## config.mk

```make
export PLATFORM = sky130hd
export DESIGN_NAME = spi_master_cfg_flat
export DESIGN_NICKNAME = d
export VERILOG_FILES = /design/src/rtl/spi_master_cfg_if.sv /design/src/rtl/spi_master_cfg.sv /design/src/flat_wrapper.sv
export SDC_FILE = /design/constraint.sdc
export NUM_CORES = 1
export LEC_CHECK = 0
export ABC_AREA = 1
export BUFFER_PORTS_ARGS = -buffer_cell sky130_fd_sc_hd__clkbuf_2
export CAP_MARGIN = 15
export CORE_MARGIN = 4
export CORE_UTILIZATION = 49
export DETAILED_ROUTE_END_ITERATION = 6
export PLACE_DENSITY = 0.79
export SLEW_MARGIN = 25
export SYNTH_ARGS = -nofsm -noshare
export SYNTH_HDL_FRONTEND = slang
export SYNTH_SLANG_ARGS = --single-unit
```

## constraint.sdc

```tcl
create_clock -name clk -period 1.64 [get_ports clk]
set_input_delay 0.082 -clock clk [delete_from_list [all_inputs] [get_ports clk]]
set_output_delay 0.082 -clock clk [all_outputs]
set_load 0.01 [all_outputs]
```

## src/rtl/spi_master_cfg_if.sv

```systemverilog
// rtl/spi_master_cfg_if.sv - request/config/result bundle between the bus front-end and the SPI master
interface spi_master_cfg_if #(
    parameter int DATA_WIDTH = 8,
    parameter int DIV_WIDTH  = 8,
    parameter int CS_W       = 1
) ();
    logic                  start;
    logic [DATA_WIDTH-1:0] data_in;
    logic [DIV_WIDTH-1:0]  clk_div;
    logic                  cpol;
    logic                  cpha;
    logic                  lsb_first;
    logic [CS_W-1:0]       cs_sel;
    logic                  busy;
    logic [DATA_WIDTH-1:0] data_out;
    logic                  new_data;

    modport master (
        output start, data_in, clk_div, cpol, cpha, lsb_first, cs_sel,
        input  busy, data_out, new_data
    );

    modport slave (
        input  start, data_in, clk_div, cpol, cpha, lsb_first, cs_sel,
        output busy, data_out, new_data
    );
endinterface

```

## src/rtl/spi_master_cfg.sv

```systemverilog
// rtl/spi_master_cfg.sv - configurable-width, four-mode SPI master with decoded chip selects
module spi_master_cfg #(
    parameter int DATA_WIDTH = 8,
    parameter int DIV_WIDTH  = 8,
    parameter int NUM_CS     = 1
) (
    input  logic              clk,
    input  logic              rst,
    spi_master_cfg_if.slave   io_bus,
    input  logic              i_miso,
    output logic              o_mosi,
    output logic              o_sck,
    output logic [NUM_CS-1:0] o_cs_n
);
    localparam int CS_W = (NUM_CS > 1) ? $clog2(NUM_CS) : 1;
    localparam int EW   = $clog2(2 * DATA_WIDTH + 1);
    localparam logic [EW-1:0] EDGES     = EW'(2 * DATA_WIDTH);
    localparam logic [EW-1:0] LAST_EDGE = EW'(2 * DATA_WIDTH - 1);

    typedef enum logic [1:0] {S_IDLE, S_SETUP, S_SHIFT, S_HOLD} state_t;

    state_t                r_state, w_state_nxt;
    logic [DIV_WIDTH-1:0]  r_div, w_div_nxt;
    logic [DIV_WIDTH-1:0]  r_cnt, w_cnt_nxt;
    logic [EW-1:0]         r_edge, w_edge_nxt;
    logic                  r_cpol, w_cpol_nxt;
    logic                  r_cpha, w_cpha_nxt;
    logic                  r_lsb, w_lsb_nxt;
    logic [DATA_WIDTH-1:0] r_tx, w_tx_nxt;
    logic [DATA_WIDTH-1:0] r_rx, w_rx_nxt;
    logic [DATA_WIDTH-1:0] r_dout, w_dout_nxt;
    logic                  r_sck, w_sck_nxt;
    logic                  r_mosi, w_mosi_nxt;
    logic [NUM_CS-1:0]     r_cs_n, w_cs_n_nxt;
    logic                  r_busy, w_busy_nxt;
    logic                  r_new, w_new_nxt;

    logic [CS_W-1:0]       w_cs_sel;
    logic [NUM_CS-1:0]     w_cs_dec;
    logic                  w_half_done;
    logic                  w_edge;
    logic                  w_leading;
    logic                  w_sample;
    logic                  w_drive;

    assign w_cs_sel = io_bus.cs_sel;

    // Out-of-range selects match no index and leave every chip select released.
    always_comb begin
        w_cs_dec = '1;
        for (int i = 0; i < NUM_CS; i++) begin
            if (int'(w_cs_sel) == i) w_cs_dec[i] = 1'b0;
        end
    end

    always_ff @(posedge clk or posedge rst) begin
        if (rst) begin
            r_state <= S_IDLE;
            r_div   <= '0;
            r_cnt   <= '0;
            r_edge  <= '0;
            r_cpol  <= 1'b0;
            r_cpha  <= 1'b0;
            r_lsb   <= 1'b0;
            r_tx    <= '0;
            r_rx    <= '0;
            r_dout  <= '0;
            r_sck   <= 1'b0;
            r_mosi  <= 1'b0;
            r_cs_n  <= '1;
            r_busy  <= 1'b0;
            r_new   <= 1'b0;
        end else begin
            r_state <= w_state_nxt;
            r_div   <= w_div_nxt;
            r_cnt   <= w_cnt_nxt;
            r_edge  <= w_edge_nxt;
            r_cpol  <= w_cpol_nxt;
            r_cpha  <= w_cpha_nxt;
            r_lsb   <= w_lsb_nxt;
            r_tx    <= w_tx_nxt;
            r_rx    <= w_rx_nxt;
            r_dout  <= w_dout_nxt;
            r_sck   <= w_sck_nxt;
            r_mosi  <= w_mosi_nxt;
            r_cs_n  <= w_cs_n_nxt;
            r_busy  <= w_busy_nxt;
            r_new   <= w_new_nxt;
        end
    end

    always_comb begin
        w_state_nxt = r_state;
        w_div_nxt   = r_div;
        w_cnt_nxt   = r_cnt;
        w_edge_nxt  = r_edge;
        w_cpol_nxt  = r_cpol;
        w_cpha_nxt  = r_cpha;
        w_lsb_nxt   = r_lsb;
        w_tx_nxt    = r_tx;
        w_rx_nxt    = r_rx;
        w_dout_nxt  = r_dout;
        w_sck_nxt   = r_sck;
        w_mosi_nxt  = r_mosi;
        w_cs_n_nxt  = r_cs_n;
        w_busy_nxt  = r_busy;
        w_new_nxt   = 1'b0;
        w_edge      = 1'b0;
        w_half_done = (r_cnt == r_div);

        case (r_state)
            S_IDLE: begin
                if (io_bus.start) begin
                    w_state_nxt = S_SETUP;
                    w_div_nxt   = io_bus.clk_div;
                    w_cpol_nxt  = io_bus.cpol;
                    w_cpha_nxt  = io_bus.cpha;
                    w_lsb_nxt   = io_bus.lsb_first;
                    w_cnt_nxt   = '0;
                    w_edge_nxt  = '0;
                    w_busy_nxt  = 1'b1;
                    w_cs_n_nxt  = w_cs_dec;
                    w_sck_nxt   = io_bus.cpol;
                    w_tx_nxt    = io_bus.data_in;
                    // Mode 0/2 must present the first bit before the first sampling edge.
                    if (!io_bus.cpha) begin
                        w_mosi_nxt = io_bus.lsb_first ? io_bus.data_in[0]
                                                      : io_bus.data_in[DATA_WIDTH-1];
                        w_tx_nxt   = io_bus.lsb_first ? (io_bus.data_in >> 1)
                                                      : (io_bus.data_in << 1);
                    end
                end
            end
            S_SETUP: begin
                if (w_half_done) begin
                    w_cnt_nxt   = '0;
                    w_edge      = 1'b1;
                    w_state_nxt = S_SHIFT;
                end else begin
                    w_cnt_nxt = r_cnt + 1'b1;
                end
            end
            S_SHIFT: begin
                if (w_half_done) begin
                    w_cnt_nxt = '0;
                    if (r_edge == EDGES) w_state_nxt = S_HOLD;
                    else                 w_edge      = 1'b1;
                end else begin
                    w_cnt_nxt = r_cnt + 1'b1;
                end
            end
            S_HOLD: begin
                if (w_half_done) begin
                    w_cnt_nxt   = '0;
                    w_state_nxt = S_IDLE;
                    w_busy_nxt  = 1'b0;
                    w_cs_n_nxt  = '1;
                    w_dout_nxt  = r_rx;
                    w_new_nxt   = 1'b1;
                end else begin
                    w_cnt_nxt = r_cnt + 1'b1;
                end
            end
            default: w_state_nxt = S_IDLE;
        endcase

        // Even edge indices move sck away from idle (leading), odd ones return it.
        w_leading = ~r_edge[0];
        w_sample  = r_cpha ? ~w_leading : w_leading;
        w_drive   = r_cpha ? w_leading : (~w_leading && (r_edge != LAST_EDGE));

        if (w_edge) begin
            w_sck_nxt  = ~r_sck;
            w_edge_nxt = r_edge + 1'b1;
            if (w_sample) begin
                w_rx_nxt = r_lsb ? {i_miso, r_rx[DATA_WIDTH-1:1]}
                                 : {r_rx[DATA_WIDTH-2:0], i_miso};
            end
            if (w_drive) begin
                w_mosi_nxt = r_lsb ? r_tx[0] : r_tx[DATA_WIDTH-1];
                w_tx_nxt   = r_lsb ? (r_tx >> 1) : (r_tx << 1);
            end
        end
    end

    assign o_mosi          = r_mosi;
    assign o_sck           = r_sck;
    assign o_cs_n          = r_cs_n;
    assign io_bus.busy     = r_busy;
    assign io_bus.data_out = r_dout;
    assign io_bus.new_data = r_new;
endmodule
```

## src/flat_wrapper.sv

```systemverilog
// flat-port wrapper written by rule: the top's interface ports become plain ports
module spi_master_cfg_flat 
#(
    parameter int DATA_WIDTH = 8,
    parameter int DIV_WIDTH  = 8,
    parameter int NUM_CS     = 1
)
  (clk, rst, i_miso, o_mosi, o_sck, o_cs_n, io_bus_start, io_bus_data_in, io_bus_clk_div, io_bus_cpol, io_bus_cpha, io_bus_lsb_first, io_bus_cs_sel, io_bus_busy, io_bus_data_out, io_bus_new_data);
  spi_master_cfg_if #(.DATA_WIDTH(DATA_WIDTH), .DIV_WIDTH(DIV_WIDTH)) io_bus_i ();
  input  logic clk;
  input  logic rst;
  input  logic i_miso;
  output logic o_mosi;
  output logic o_sck;
  output logic [NUM_CS-1:0] o_cs_n;
  input wire logic [$bits(io_bus_i.start)-1:0] io_bus_start;
  input wire logic [$bits(io_bus_i.data_in)-1:0] io_bus_data_in;
  input wire logic [$bits(io_bus_i.clk_div)-1:0] io_bus_clk_div;
  input wire logic [$bits(io_bus_i.cpol)-1:0] io_bus_cpol;
  input wire logic [$bits(io_bus_i.cpha)-1:0] io_bus_cpha;
  input wire logic [$bits(io_bus_i.lsb_first)-1:0] io_bus_lsb_first;
  input wire logic [$bits(io_bus_i.cs_sel)-1:0] io_bus_cs_sel;
  output wire logic [$bits(io_bus_i.busy)-1:0] io_bus_busy;
  output wire logic [$bits(io_bus_i.data_out)-1:0] io_bus_data_out;
  output wire logic [$bits(io_bus_i.new_data)-1:0] io_bus_new_data;
  assign io_bus_i.start = io_bus_start;
  assign io_bus_i.data_in = io_bus_data_in;
  assign io_bus_i.clk_div = io_bus_clk_div;
  assign io_bus_i.cpol = io_bus_cpol;
  assign io_bus_i.cpha = io_bus_cpha;
  assign io_bus_i.lsb_first = io_bus_lsb_first;
  assign io_bus_i.cs_sel = io_bus_cs_sel;
  assign io_bus_busy = io_bus_i.busy;
  assign io_bus_data_out = io_bus_i.data_out;
  assign io_bus_new_data = io_bus_i.new_data;
  spi_master_cfg #(.DATA_WIDTH(DATA_WIDTH), .DIV_WIDTH(DIV_WIDTH), .NUM_CS(NUM_CS)) u_core (.clk(clk), .rst(rst), .io_bus(io_bus_i), .i_miso(i_miso), .o_mosi(o_mosi), .o_sck(o_sck), .o_cs_n(o_cs_n));
endmodule
```

==> metrics.txt <==
First DRT Iteration DRCs=176; Tot GR Track Use=20.0%; critical path startpoint category=flop; CP Max Fanout=7; synthesized cell area=roughly 3100 µm²; final setup margin=-18.1 ps; CTS sink count=54; Area Overhead vs Synth=22.8%; Worst Path Arrival=1880 ps; routed wire length=7320 µm; Tmin final=1660 ps; vias per inst=5.11; failing checks=setup timing; share of layout cells above drive strength 1=23.2%; leakage=between 2 and 2.5 nW; pwr/cell area=1520 nW/µm²; Critical Path RT=1860 ps; Max Clock Freq=603 MHz; die area=~7700 µm²; Main synth FF type=dfrtp_1; drt drc=0; Clock Pin Slew Worst Setup and Hold Paths=100 ps; die width=87.8 µm; # port buffers=36; Largest stage delay, worst path=420 ps; Final Hold Violating Endpoints=0; commonest cells after routing, fill and taps aside=nand2_1, dfrtp_1, clkbuf_2; Post-synth ARST share=100%; worst hold path class=in2reg; row count=28; CTS H-tree lvls=2; register bit total from synthesis=54; commonest non-fill, non-tap cell in the layout=nand2_1; RSZ-0062 raised after global routing=true; root buffer cell=clkbuf_8; Fillers=between 500 and 600; final core area utilization=63.2%; Antenna Cells=0; final setup TNS=-83.5 ps; max-cap check violation count=0; critical path, cell by cell=inv_2 -> ha_1 -> nand3_2 -> o21ai_2 -> a21boi_4 -> buf_6 -> buf_4 -> nand4_1 -> nand2_1; post-synthesis sequential area ratio=43.4%; post-synth cell types=32; worst vdd ir=0.761 mV; syn_nets=467; Worst Path Class, Setup=reg2reg; largest net degree at the start of global routing=35; Slew HR=64.5%; synthesis warning total=0; vias in the first global route=2849; Die Span Y=87.8 µm; Layout Skew=8.25 ps; CTS tree=yes; Syn Area/Cell=7.18 µm²; RD Place Congestion=0.837; Post-synth EDFFs=0; Core Area=~6100 µm²; CTS Buf Count=5; status=finished with violations; crit share post-route=101%; nets@finish=between 500 and 600; drt first pass iters=5; measured slew at the worst slew-check pin=530 ps; clock latency on the worst-skew pair=320 ps; final setup fails=7; CTS max path bufs=2; routed vias=approximately 3000; initial core utilization=51.4%; WL/cell=12.7 µm; GRT overflow=0; count of final max-slew check failures=0; initial antenna violation count=0; Slowest cell on crit path=dfrtp_1; Worst setup EP type=flop; post-synthesis cell count=around 430; num ports=37; DPL Wire Length=approximately 4800 µm; final antenna-violating net count=0; Power Total=5.82 mW; first-pass GRT wire length=12300 µm
[synthesized netlist by cell type (2+ instances only)]
master	n	area [µm²]
a21oi_1	10	50.1
a31oi_1	6	37.5
buf_2	5	25.0
buf_6	2	22.5
clkbuf_1	6	22.5
dfrtp_1	53	1330
ha_1	9	113
inv_1	42	158
inv_2	4	15.0
nand2_1	188	706
nand3_1	16	80.1
nand4_1	12	75.1
nor2_1	26	97.6
nor2_2	2	12.5
o21ai_0	29	145
o21ai_1	2	10.0
or2_2	2	12.5
xnor2_1	5	43.8
xor2_1	2	17.5
[worst max-delay path, delay by kind of cell (launching register included)]
kind / cells / cell delay [ps]
adders and majority gates: 1 / 150
buffers and inverters: 3 / 380
and+or+nand+nor: 3 / 190
DFF: 1 / 420
AOI/OAI and AO/OA: 2 / 410
[worst paths after layout]
path,from,to,slack [ps],cells past startpoint
setup reg to reg,u_core.r_edge[0],u_core.r_rx[5],-20,9
min in group asynchronous,rst,u_core.r_rx[4],290,3
max in group asynchronous,rst,u_core.r_cnt[2],800,4
hold reg to reg,u_core.o_cs_n,u_core.o_cs_n,470,2
setup / recovery,u_core.r_edge[0],u_core.r_rx[5],-20,9
hold / removal,io_bus_cpol,u_core.o_sck,70,5
[cell type report]
| class | count | area, µm² | share of cell area, % |
|---|---|---|---|
| Inverter | 47 | 189 | 4.93 |
| Sequential cell | 54 | 1350 | 35.4 |
| Multi-Input combinational cell | 320 | 1600 | 41.8 |
| Clock buffer | 5 | 68.8 | 1.80 |
| Tap cell | 75 | 93.8 | 2.45 |
| Clock inverter | 3 | 21.3 | 0.556 |
| Timing Repair Buffer | 71 | 503 | 13.1 |
[where the power goes]
| part | switching, mW | internal (mW) | total, mW |
|---|---|---|---|
| Combinational | 1.79 | 1.22 | 3.02 |
| Clock | 0.471 | 0.301 | 0.772 |
| Sequential | 0.304 | 1.72 | 2.03 |
[logic make-up after synthesis]
kind of cell               share of synthesized area (%)
and+or+nand+nor                                     33.2
buffers and inverters                               8.23
DFF                                                 43.4
AOI/OAI and AO/OA                                   9.19
adders and majority gates                           3.61
xor gates and xnor gates                            1.97
muxes                                              0.361
[timing repair]
| item | CTS | global route |
|---|---|---|
| pin swaps | 3 | 10 |
| gates cloned | 0 | 2 |
| endpoints found under the setup margin | 21 | 23 |
| buffers inserted | 4 | 5 |
| endpoints found under the hold margin | 27 | 0 |
| resized for setup | 9 | 30 |
| hold buffers | 9 | 0 |
[flip-flops by register name (all words and copies together), names as in the netlist]
register,count
u_core.o_mosi,1
u_core.io_bus.data_out,8
u_core.io_bus.new_data,1
u_core.r_tx,8
u_core.r_cnt,8
u_core.r_state,2
u_core.r_lsb,1
u_core.io_bus.busy,1
u_core.r_rx,8
u_core.o_cs_n,1
u_core.r_cpha,1
u_core.r_edge,5
u_core.r_div,8
u_core.o_sck,1
[per-layer routing]
layer	GRT usage, %	vias up	wire length [µm]
met4	7.11	0	79
met2	33.9	80	3670
met3	3.48	7	347
met1	25.6	1362	3220
met5	0	-	0
li1	-	1490	-
[through the flow]
step / setup slack [ps] / hold WS, ps / cells / area, µm²
6_report: -18.1 / 68.8 / 575 / 3830
5_1_grt: -159 / 109 / 575 / 3830
4_1_cts: 0.0474 / 67.1 / 568 / 3690
3_5_place_dp: -15.3 / 103 / 547 / 3460
3_3_place_gp: 33.5 / 95.8 / 547 / 3460
2_1_floorplan: 68.2 / 192 / 434 / 3120
Power figures use the tool's default switching activity.
